<file path="config.mk">
export PLATFORM = sky130hd
export DESIGN_NAME = wash_sequencer
export DESIGN_NICKNAME = d
export VERILOG_FILES = /design/src/rtl/wash_sequencer.sv
export SDC_FILE = /design/constraint.sdc
export NUM_CORES = 1
export LEC_CHECK = 0
export CAP_MARGIN = 10
export CORE_ASPECT_RATIO = 0.9
export CORE_MARGIN = 2
export CORE_UTILIZATION = 47
export DETAILED_ROUTE_END_ITERATION = 10
export PLACE_DENSITY_LB_ADDON = 0.12
export SLEW_MARGIN = 10
export SYNTH_ARGS = -nofsm -noshare
export SYNTH_HDL_FRONTEND = slang
export SYNTH_SLANG_ARGS = --single-unit
</file>
<file path="constraint.sdc">
create_clock -name clk -period 5.62 [get_ports clk]
set_clock_uncertainty 0.05 [all_clocks]
set_input_delay 0.843 -clock clk [delete_from_list [all_inputs] [get_ports clk]]
set_output_delay 0.843 -clock clk [all_outputs]
set_load 0.1 [all_outputs]
</file>
<file path="src/rtl/wash_sequencer.sv">
// Wash-cycle sequencer: charges the balance on start, counts down WASH/RINSE/SPIN
// in whole seconds, supports pause/resume and abort, and raises a finish alarm.
module wash_sequencer #(
  parameter int unsigned TICKS_PER_SEC = 100000000,
  parameter int unsigned RINSE_S       = 10,
  parameter int unsigned SPIN_S        = 5,
  parameter int unsigned ALARM_TICKS   = 250000000,
  parameter int unsigned PRICE0        = 5,
  parameter int unsigned PRICE1        = 3,
  parameter int unsigned PRICE2        = 4,
  parameter int unsigned PRICE3        = 2
) (
  input  logic               clk,
  input  logic               rst,
  input  logic               load_bal,
  input  logic signed [10:0] bal_in,
  input  logic               start,
  input  logic [1:0]         mode,
  input  logic [6:0]         wash_s,
  input  logic               pause,
  input  logic               abort,
  output logic signed [10:0] bal,
  output logic               busy,
  output logic               paused,
  output logic [2:0]         phase_light,
  output logic [8:0]         rem_s,
  output logic [3:0]         d0,
  output logic [3:0]         d1,
  output logic [3:0]         d2,
  output logic               reject,
  output logic               alarm
);

  localparam int unsigned BW = 11;
  localparam int unsigned PW = 7;
  localparam int unsigned RW = 9;
  localparam int unsigned TW = (TICKS_PER_SEC > 1) ? $clog2(TICKS_PER_SEC) : 1;
  localparam int unsigned AW = (ALARM_TICKS > 1) ? $clog2(ALARM_TICKS) : 1;

  typedef enum logic [2:0] {S_IDLE, S_WASH, S_RINSE, S_SPIN, S_PAUSE, S_DONE} state_t;

  state_t               state_q, state_d, ret_q, ret_d;
  logic [1:0]           mode_q, mode_d;
  logic [TW-1:0]        tick_q, tick_d;
  logic [PW-1:0]        pcnt_q, pcnt_d;
  logic [AW-1:0]        acnt_q, acnt_d;
  logic signed [BW-1:0] bal_d;
  logic [RW-1:0]        rem_d;
  logic                 busy_d, paused_d, reject_d, alarm_d;
  logic [2:0]           light_d;
  logic                 sec_tick;

  logic [PW-1:0]        wash_eff, wash_dur;
  logic [RW-1:0]        total;
  logic signed [BW-1:0] price;
  logic                 refuse;

  function automatic logic [PW-1:0] rinse_dur(input logic [1:0] m);
    return (m == 2'd0 || m == 2'd2) ? PW'(RINSE_S) : '0;
  endfunction

  function automatic logic [PW-1:0] spin_dur(input logic [1:0] m);
    return (m != 2'd1) ? PW'(SPIN_S) : '0;
  endfunction

  function automatic logic [2:0] light_of(input state_t s);
    case (s)
      S_WASH:  return 3'b001;
      S_RINSE: return 3'b010;
      S_SPIN:  return 3'b100;
      S_DONE:  return 3'b111;
      default: return 3'b000;
    endcase
  endfunction

  // Start evaluation: clamped wash time, cycle total, price and refusal
  always_comb begin
    wash_eff = (wash_s > 7'd99) ? 7'd99 : wash_s;
    wash_dur = (mode <= 2'd1) ? wash_eff : '0;
    total    = RW'(wash_dur) + RW'(rinse_dur(mode)) + RW'(spin_dur(mode));
    case (mode)
      2'd0:    price = BW'(PRICE0);
      2'd1:    price = BW'(PRICE1);
      2'd2:    price = BW'(PRICE2);
      default: price = BW'(PRICE3);
    endcase
    refuse = (bal < price) || ((mode <= 2'd1) && (wash_s == 7'd0)) || (total == '0);
  end

  // BCD digits of the remaining time for the display scanner
  always_comb begin
    d0 = 4'(rem_s % 9'd10);
    d1 = 4'((rem_s / 9'd10) % 9'd10);
    d2 = 4'(rem_s / 9'd100);
  end

  // Next-state and next-output logic
  always_comb begin
    state_d  = state_q;
    ret_d    = ret_q;
    mode_d   = mode_q;
    tick_d   = tick_q;
    pcnt_d   = pcnt_q;
    acnt_d   = acnt_q;
    bal_d    = bal;
    rem_d    = rem_s;
    reject_d = 1'b0;
    sec_tick = (tick_q == TW'(TICKS_PER_SEC - 1));

    unique case (state_q)
      S_IDLE: begin
        if (start) begin
          if (refuse) begin
            reject_d = 1'b1;
          end else begin
            bal_d  = bal - price;
            mode_d = mode;
            rem_d  = total;
            tick_d = '0;
            if (wash_dur != '0) begin
              state_d = S_WASH;
              pcnt_d  = wash_dur;
            end else if (rinse_dur(mode) != '0) begin
              state_d = S_RINSE;
              pcnt_d  = rinse_dur(mode);
            end else begin
              state_d = S_SPIN;
              pcnt_d  = spin_dur(mode);
            end
          end
        end else if (load_bal) begin
          bal_d = bal_in;
        end
      end
      S_WASH, S_RINSE, S_SPIN: begin
        if (abort) begin
          state_d = S_IDLE;
          rem_d   = '0;
          tick_d  = '0;
          pcnt_d  = '0;
        end else begin
          tick_d = sec_tick ? '0 : tick_q + TW'(1);
          if (sec_tick) begin
            rem_d = rem_s - RW'(1);
            if (pcnt_q == PW'(1)) begin
              if (state_q == S_WASH && rinse_dur(mode_q) != '0) begin
                state_d = S_RINSE;
                pcnt_d  = rinse_dur(mode_q);
              end else if (state_q != S_SPIN && spin_dur(mode_q) != '0) begin
                state_d = S_SPIN;
                pcnt_d  = spin_dur(mode_q);
              end else begin
                state_d = S_DONE;
                pcnt_d  = '0;
              end
            end else begin
              pcnt_d = pcnt_q - PW'(1);
            end
          end
          // The tick lands first; a pause then parks whichever phase is current
          if (pause && state_d != S_DONE) begin
            ret_d   = state_d;
            state_d = S_PAUSE;
          end
        end
      end
      S_PAUSE: begin
        if (abort) begin
          state_d = S_IDLE;
          rem_d   = '0;
          tick_d  = '0;
          pcnt_d  = '0;
        end else if (pause) begin
          state_d = ret_q;
        end
      end
      S_DONE: begin
        if (acnt_q == AW'(ALARM_TICKS - 1)) begin
          state_d = S_IDLE;
        end else begin
          acnt_d = acnt_q + AW'(1);
        end
      end
      default: state_d = S_IDLE;
    endcase

    if (state_d == S_DONE && state_q != S_DONE) begin
      acnt_d = '0;
      tick_d = '0;
    end

    busy_d   = (state_d == S_WASH) || (state_d == S_RINSE) ||
               (state_d == S_SPIN) || (state_d == S_PAUSE);
    paused_d = (state_d == S_PAUSE);
    alarm_d  = (state_d == S_DONE);
    light_d  = light_of((state_d == S_PAUSE) ? ret_d : state_d);
  end

  // State and output registers
  always_ff @(posedge clk or negedge rst) begin
    if (!rst) begin
      state_q     <= S_IDLE;
      ret_q       <= S_IDLE;
      mode_q      <= '0;
      tick_q      <= '0;
      pcnt_q      <= '0;
      acnt_q      <= '0;
      bal         <= '0;
      rem_s       <= '0;
      busy        <= 1'b0;
      paused      <= 1'b0;
      phase_light <= '0;
      reject      <= 1'b0;
      alarm       <= 1'b0;
    end else begin
      state_q     <= state_d;
      ret_q       <= ret_d;
      mode_q      <= mode_d;
      tick_q      <= tick_d;
      pcnt_q      <= pcnt_d;
      acnt_q      <= acnt_d;
      bal         <= bal_d;
      rem_s       <= rem_d;
      busy        <= busy_d;
      paused      <= paused_d;
      phase_light <= light_d;
      reject      <= reject_d;
      alarm       <= alarm_d;
    end
  end

endmodule

</file>
==> results of run 1 <==
==> layer usage <==
metal,global-route usage,part of all wire
met1,0.314,0.48
met2,0.364,0.47
met3,0.0262,0.031
met4,0.0612,0.013
met5,0,0
==> worst paths after layout <==
kind                            startpoint          to  slack [ns]  depth (start not counted)
worst max-delay path              rem_s[4]       d1[3]       -0.24                         23
worst min-delay path              rem_s[0]    rem_s[0]        0.48                          2
worst max register to register   tick_q[0]  tick_q[21]        2.08                         12
worst min register to register    rem_s[0]    rem_s[0]        0.48                          2
max in group asynchronous              rst  state_q[0]        4.04                          2
min in group asynchronous              rst  acnt_q[21]        0.50                          1
==> area by class of cell <==
class                      count  share of cell area
multi-input combinational    719               0.519
sequential                    97               0.269
inverter                      37              0.0153
timing repair buffer         130               0.131
tap                          202              0.0278
clock buffer                  10              0.0263
clock inverter                 6              0.0124
==> what timing repair did <==
item / in CTS / in global routing
pin swaps: 4 / 8
resized for setup: 10 / 11
endpoints found under the setup margin: 3 / 3
buffers inserted: 27 / 8
endpoints found under the hold margin: 0 / 0
==> worst min-delay path: cells and delay by family (launching register included) <==
family / cells / cell delay, ns
flops: 1 / 0.38
compound gates: 1 / 0.06
simple gates: 1 / 0.05
==> flip-flops by register name, indices dropped and copies added, names as in the netlist <==
name         count
acnt_q          28
tick_q          27
bal             11
rem_s            9
pcnt_q           7
phase_light      3
ret_q            3
state_q          3
mode_q           2
alarm            1
busy             1
paused           1
reject           1
==> cell usage after synthesis, types with 8 or more instances <==
master	count	area share
nor4_1	11	0.0095
ha_1	22	0.038
nor3_1	30	0.021
dfrtp_1	97	0.33
nor2_1	123	0.063
and2_1	12	0.010
a21oi_1	56	0.039
a31oi_1	14	0.012
nand4_1	11	0.0095
inv_1	36	0.019
nor2b_1	11	0.0095
mux2i_1	8	0.011
and3_1	23	0.020
o22ai_1	17	0.015
clkbuf_1	27	0.014
o21ai_0	71	0.049
nand2b_1	8	0.0069
xor2_1	26	0.031
nand2_1	76	0.039
nand3_1	41	0.028
xnor2_1	20	0.024
==> cell families (layout without fill, tap and decap cells) <==
group / after synthesis / in the layout / synth area share
simple gates: 390 / 390 / 0.266
compound gates: 245 / 245 / 0.226
flops: 97 / 97 / 0.334
buf+inv: 86 / 183 / 0.0554
xor+xnor: 47 / 47 / 0.0576
fa+ha+maj: 24 / 24 / 0.0434
mux: 12 / 12 / 0.0172
other cells: 1 / 1 / 0.000516
==> metrics by stage <==
stage	TNS, ns	utilization	hold WS, ns	cell area [um2]
final	-0.532	0.595	0.483	9100
after global routing	-1.17	0.595	0.508	9100
after CTS	-0.443	0.588	0.480	8980
after detailed placement	-0.108	0.548	0.466	8370
after global placement	0	0.548	0.456	8370
after floorplan	-2.50	-	0.422	7510
==> results.tsv, run 1 <==
stage	metric	value	unit
layout	Ant. Diodes	0	
sta	worst slew pin tran	1.03	ns
outcome	violated checks	negative setup slack	
global_routing	grt ovf	0	
drt	drt first pass iters	5	
clocking	Num CTS Buffers	9	
sta	RSZ-0062 raised after global routing	yes	
yosys	Top FF cell, synth	dfrtp_1	
drt	drt total wl	18300	um
placed_design	Cells after DPL	1150	
layout	nets	1044	
die	Die Height	122	um
clocking	clock slew at reported path FFs	0.07	ns
min_path	Hold Crit Class	reg -> reg	
worst_setup_path	slowest stage cell, crit path	dfrtp_4	
yosys	register area share after synthesis	0.334	
drt	routed via count	6871	
global_routing	vias in the first global route	6279	
placed_design	number of I/O port buffers	63	
placed_design	pre-CTS setup slack	-0.0735	ns
layout	Non-Filler Instances	1201	
drt	vias per cell	5.72	
yosys	fraction of registers with async set/reset	1.00	
worst_setup_path	crit path kind	reg -> out	
die	Cell Rows	43	
layout	commonest non-fill, non-tap cell in the layout	nor2_1	
layout	area occupied by multi-input gates	4720	um2
layout	fill cell count	1385	
job	MaxCap Viol Count	0	
yosys	Post-Synthesis Cell Area	7270	um2
clocking	clk sink count	97	
yosys	Syn Area/Cell	8.06	um2
drt	Routed wire per std cell	15.2	um
sta	Hold Vio Cnt, Final	0	
global_routing	antenna violations before repair	0	
worst_setup_path	Worst setup SP type	flip-flop	
worst_setup_path	crit-path cells	buf_12 -> and3b_2 -> and2_1 -> o21ai_0 -> o21ai_0 -> a21oi_2 -> nand2_2 -> xnor2_2 -> ha_2 -> o21ai_4 -> o31ai_4 -> o31a_2 -> xnor2_4 -> ha_4 -> nor2_2 -> o211ai_1 -> nand2_2 -> xnor2_4 -> ha_4 -> a211oi_4 -> o211ai_1 -> a221oi_4 -> buf_12	
yosys	number of enable flip-flop cells after synthesis	0	
sta	final max-slew violation count	0	
global_routing	total track usage	0.223	
sta	setup ws final	-0.243	ns
yosys	yosys warns	0	
clocking	htree depth	3	
layout	FF+latch area	2450	um2
sta	Max Freq	0.171	GHz
die	Core Area	15300	um2
worst_setup_path	CP Max Fanout	4	
sta	min cycle time layout	5.86	ns
clocking	CTS root buffer	clkbuf_16	
die	Starting Density	0.476	
global_routing	largest net degree at the start of global routing	59	
sta	Rel. slew slack	0.313	
clocking	Hold-fix buffers, CTS	0	
outcome	status	finished, violations left	
drt	ANT nets after route	0	
yosys	#FFs+latches synth	97	
drt	DR iter-0 viols	346	
yosys	post-synth cell types	88	
yosys	synthesized instance count	902	
layout	fraction of layout cells with a size suffix above 1	0.151	
sta	Final setup viols	3	
worst_setup_path	number of buffer and inverter stages on the critical path	2	
worst_setup_path	Critical Path Max Stage Delay	0.51	ns
yosys	Mapped Nets	952	
placed_design	GP Congestion	0.898	
drt	remaining routing DRC violations	0	
die	Die ar.	16500	um2
worst_setup_path	Critical Path AT	4.97	ns
global_routing	first-pass GRT wire length	30400	um
clocking	worst-skew pair later-pin latency	0.35	ns
worst_setup_path	Crit path max-delay family	compound AO/OA/AOI/OAI gates	
worst_setup_path	Crit. End Element	output pin	
clocking	Longest Clk Path Bufs	2	
layout	most frequent cells in the layout	122 x nor2_1, 91 x dfrtp_1, 74 x nand2_1	
die	Ports	65	
layout	Syn-to-layout area delta	25.1	%
clocking	TritonCTS clock tree	built	
die	die width	135	um
worst_setup_path	Crit path required time	4.73	ns
sta	final worst path period share	1.04	
placed_design	Final HPWL DP	12500	um
Power of run 1 is left out: the tool's default activity adds up to more than one toggle a clock period on the data nets, which glitch-free logic cannot reach.
==> run 2, diff against run 1 <==
- GPL_TIMING_DRIVEN: unset -> 0
- HOLD_SLACK_MARGIN: unset -> 0.12
==> run 2 against run 1 <==
Net effect:
- the flow still finishes with violations (negative setup slack)
- critical endpoint unchanged
- clock-buffer cell count unchanged
- via count up 2.4%
- critical path depth unchanged
- first-iteration DRC count up 57%
- sequential cell count unchanged
- non-clock buffer count up 15
- final cell count up 1.2%
==> results.tsv, run 2 (synthesis results as in run 1) <==
stage	metric	value	unit	change
worst_setup_path	Critical Path Max Stage Delay	0.50	ns	about the same
die	Starting Density	0.476		unchanged
sta	min cycle time layout	5.98	ns	+0.116 ns
layout	fraction of layout cells with a size suffix above 1	0.145		-0.00618
drt	drt total wl	19300	um	+5.7%
global_routing	antenna violations before repair	0		unchanged
drt	Routed wire per std cell	15.9	um	+4.4%
die	Cell Rows	43		unchanged
sta	Max Freq	0.167	GHz	-1.9%
worst_setup_path	reg2reg setup slack	1.73	ns	-0.35 ns
sta	Final Hold Slack	0.396	ns	-0.0870 ns
sta	Rel. slew slack	0.343		+0.0304
clocking	Longest Clk Path Bufs	2		unchanged
die	die width	135	um	unchanged
sta	RSZ-0062 raised after global routing	yes		
job	MaxCap Viol Count	0		unchanged
outcome	status	finished, violations left		
drt	vias per cell	5.79		+1.2%
clocking	clk sink count	97		unchanged
clocking	clock slew at reported path FFs	0.07	ns	about the same
global_routing	grt ovf	0		unchanged
clocking	TritonCTS clock tree	built		
outcome	violated checks	negative setup slack		
die	Ports	65		unchanged
worst_setup_path	slowest stage cell, crit path	dfrtp_4		
worst_setup_path	Crit path required time	4.73	ns	about the same
worst_setup_path	Critical Path AT	5.09	ns	+0.12 ns
sta	Hold Vio Cnt, Final	0		unchanged
worst_setup_path	Critical R2R Launch	bal[1]		
layout	Largest regs	acnt_q: 28 flops, tick_q: 27 flops, bal: 11 flops		
worst_setup_path	worst r2r path cells	13		+1
sta	final max-slew violation count	0		unchanged
sta	Final TNS setup	-0.822	ns	-0.290 ns
layout	nets	1059		+1.4%
worst_setup_path	crit-path cells	buf_8 -> nor3b_4 -> o31ai_4 -> a221oi_4 -> nand2_2 -> o21ai_2 -> nand2_2 -> xnor2_4 -> ha_4 -> o21ai_4 -> o31ai_4 -> o31a_4 -> xnor2_4 -> ha_4 -> nor2_1 -> o211ai_1 -> nand2_2 -> xnor2_4 -> ha_4 -> a211oi_4 -> o211ai_1 -> a221oi_4 -> buf_12		
layout	Ant. Diodes	0		unchanged
placed_design	GP Congestion	0.918		+2.3%
drt	ANT nets after route	0		unchanged
placed_design	number of I/O port buffers	61		-3.2%
worst_setup_path	Crit. End Element	output pin		
clocking	Num CTS Buffers	9		unchanged
placed_design	Final HPWL DP	13400	um	+8.0%
global_routing	first-pass GRT wire length	32000	um	+5.4%
clocking	CTS root buffer	clkbuf_16		
global_routing	largest net degree at the start of global routing	61		+3.4%
layout	Syn-to-layout area delta	26.3	%	
sta	Final setup viols	3		unchanged
drt	remaining routing DRC violations	0		unchanged
worst_setup_path	Worst setup SP type	flip-flop		
layout	fill cell count	1384		-0.072%
min_path	Hold Crit Class	in -> async		
layout	commonest non-fill, non-tap cell in the layout	nor2_1		
die	Core Area	15300	um2	unchanged
drt	routed via count	7039		+2.4%
sta	worst slew pin tran	0.982	ns	-0.0449 ns
layout	most frequent cells in the layout	121 x nor2_1, 91 x dfrtp_1, 73 x nand2_1		
drt	drt first pass iters	5		unchanged
die	Die Height	122	um	unchanged
worst_setup_path	CP Max Fanout	9		+5
layout	number of flip-flops in the largest register	28		unchanged
global_routing	total track usage	0.238		+0.0154
worst_setup_path	Critical R2R Capture	rem_s[5]		
clocking	htree depth	3		unchanged
die	Die ar.	16500	um2	unchanged
drt	DR iter-0 viols	542		+57%
sta	final worst path period share	1.06		+0.0206
global_routing	vias in the first global route	6564		+4.5%
sta	setup ws final	-0.358	ns	-0.116 ns
layout	most flop-heavy register	acnt_q		
worst_setup_path	crit path kind	reg -> out		
placed_design	pre-CTS setup slack	-1.54	ns	-1.46 ns
clocking	worst-skew pair later-pin latency	0.36	ns	about the same
## run 2: cell types whose count changed in the layout (fill, tap and decap cells not counted), sizes merged
cell and change:
clkinv +1, clkdlybuf4s50 -2, bufinv -1, buf -13
clkdlybuf4s15 +1, dlymetal6s2s +1, clkbuf +28
## run 2: metrics by stage
| step | cells | area (um2) | util |
|---|---|---|---|
| finish | 1216 | 9180 | 0.601 |
| CTS | 1210 | 9120 | 0.597 |
| detailed placement | 1166 | 8400 | 0.550 |
| floorplan | 902 | 7510 | - |
| global placement | 1165 | 8380 | 0.548 |
| global route | 1216 | 9180 | 0.601 |
## run 2: layout make-up
| type | instances | area [um2] | area share |
|---|---|---|---|
| clock buffer | 10 | 229 | 0.0249 |
| clock inverter | 6 | 97.6 | 0.0106 |
| tap | 202 | 253 | 0.0275 |
| timing repair buffer | 100 | 945 | 0.103 |
| sequential | 97 | 2450 | 0.266 |
| inverter | 37 | 139 | 0.0151 |
| multi-input combinational | 719 | 4780 | 0.520 |
| buffer | 45 | 295 | 0.0322 |
## run 2: how the worst max path moves through the flow
stage	from	slack, ns	depth (start not counted)	to
2_1_floorplan	rem_s[6]	-0.76	23	d1[3]
3_3_place_gp	rem_s[4]	-1.61	26	d1[2]
3_5_place_dp	rem_s[4]	-1.54	26	d1[2]
4_1_cts	rem_s[4]	-0.40	23	d1[3]
5_1_grt	rem_s[4]	-0.53	23	d1[3]
6_report	rem_s[4]	-0.36	23	d1[3]
## run 2: what timing repair did
item / CTS / global route
endpoints found under the hold margin: 0 / 0
resized for setup: 58 / 17
hold buffers: 0 / 0
pin swaps: 24 / 22
endpoints found under the setup margin: 7 / 7
gates cloned: 0 / 0
setup buffers: 32 / 6
## run 2: layer usage
metal | GRT usage | vias to the layer above | share of wire
met3 | 0.0295 | 34 | 0.042
met5 | 0 | - | 0
met4 | 0.0833 | 0 | 0.018
met1 | 0.339 | 3329 | 0.48
met2 | 0.376 | 205 | 0.46
li1 | - | 3471 | -
## run 2: worst max-delay path: cells and delay by family (launching register included)
family	cells	cell delay, ns
AO/OA/AOI/OAI	10	2.17
flip-flops	1	0.50
adder cells (fa/ha/maj)	3	0.56
buffers and inverters	2	0.36
AND/OR/NAND/NOR	5	0.65
XOR/XNOR	3	0.49
Power of run 2 is left out for the same reason.
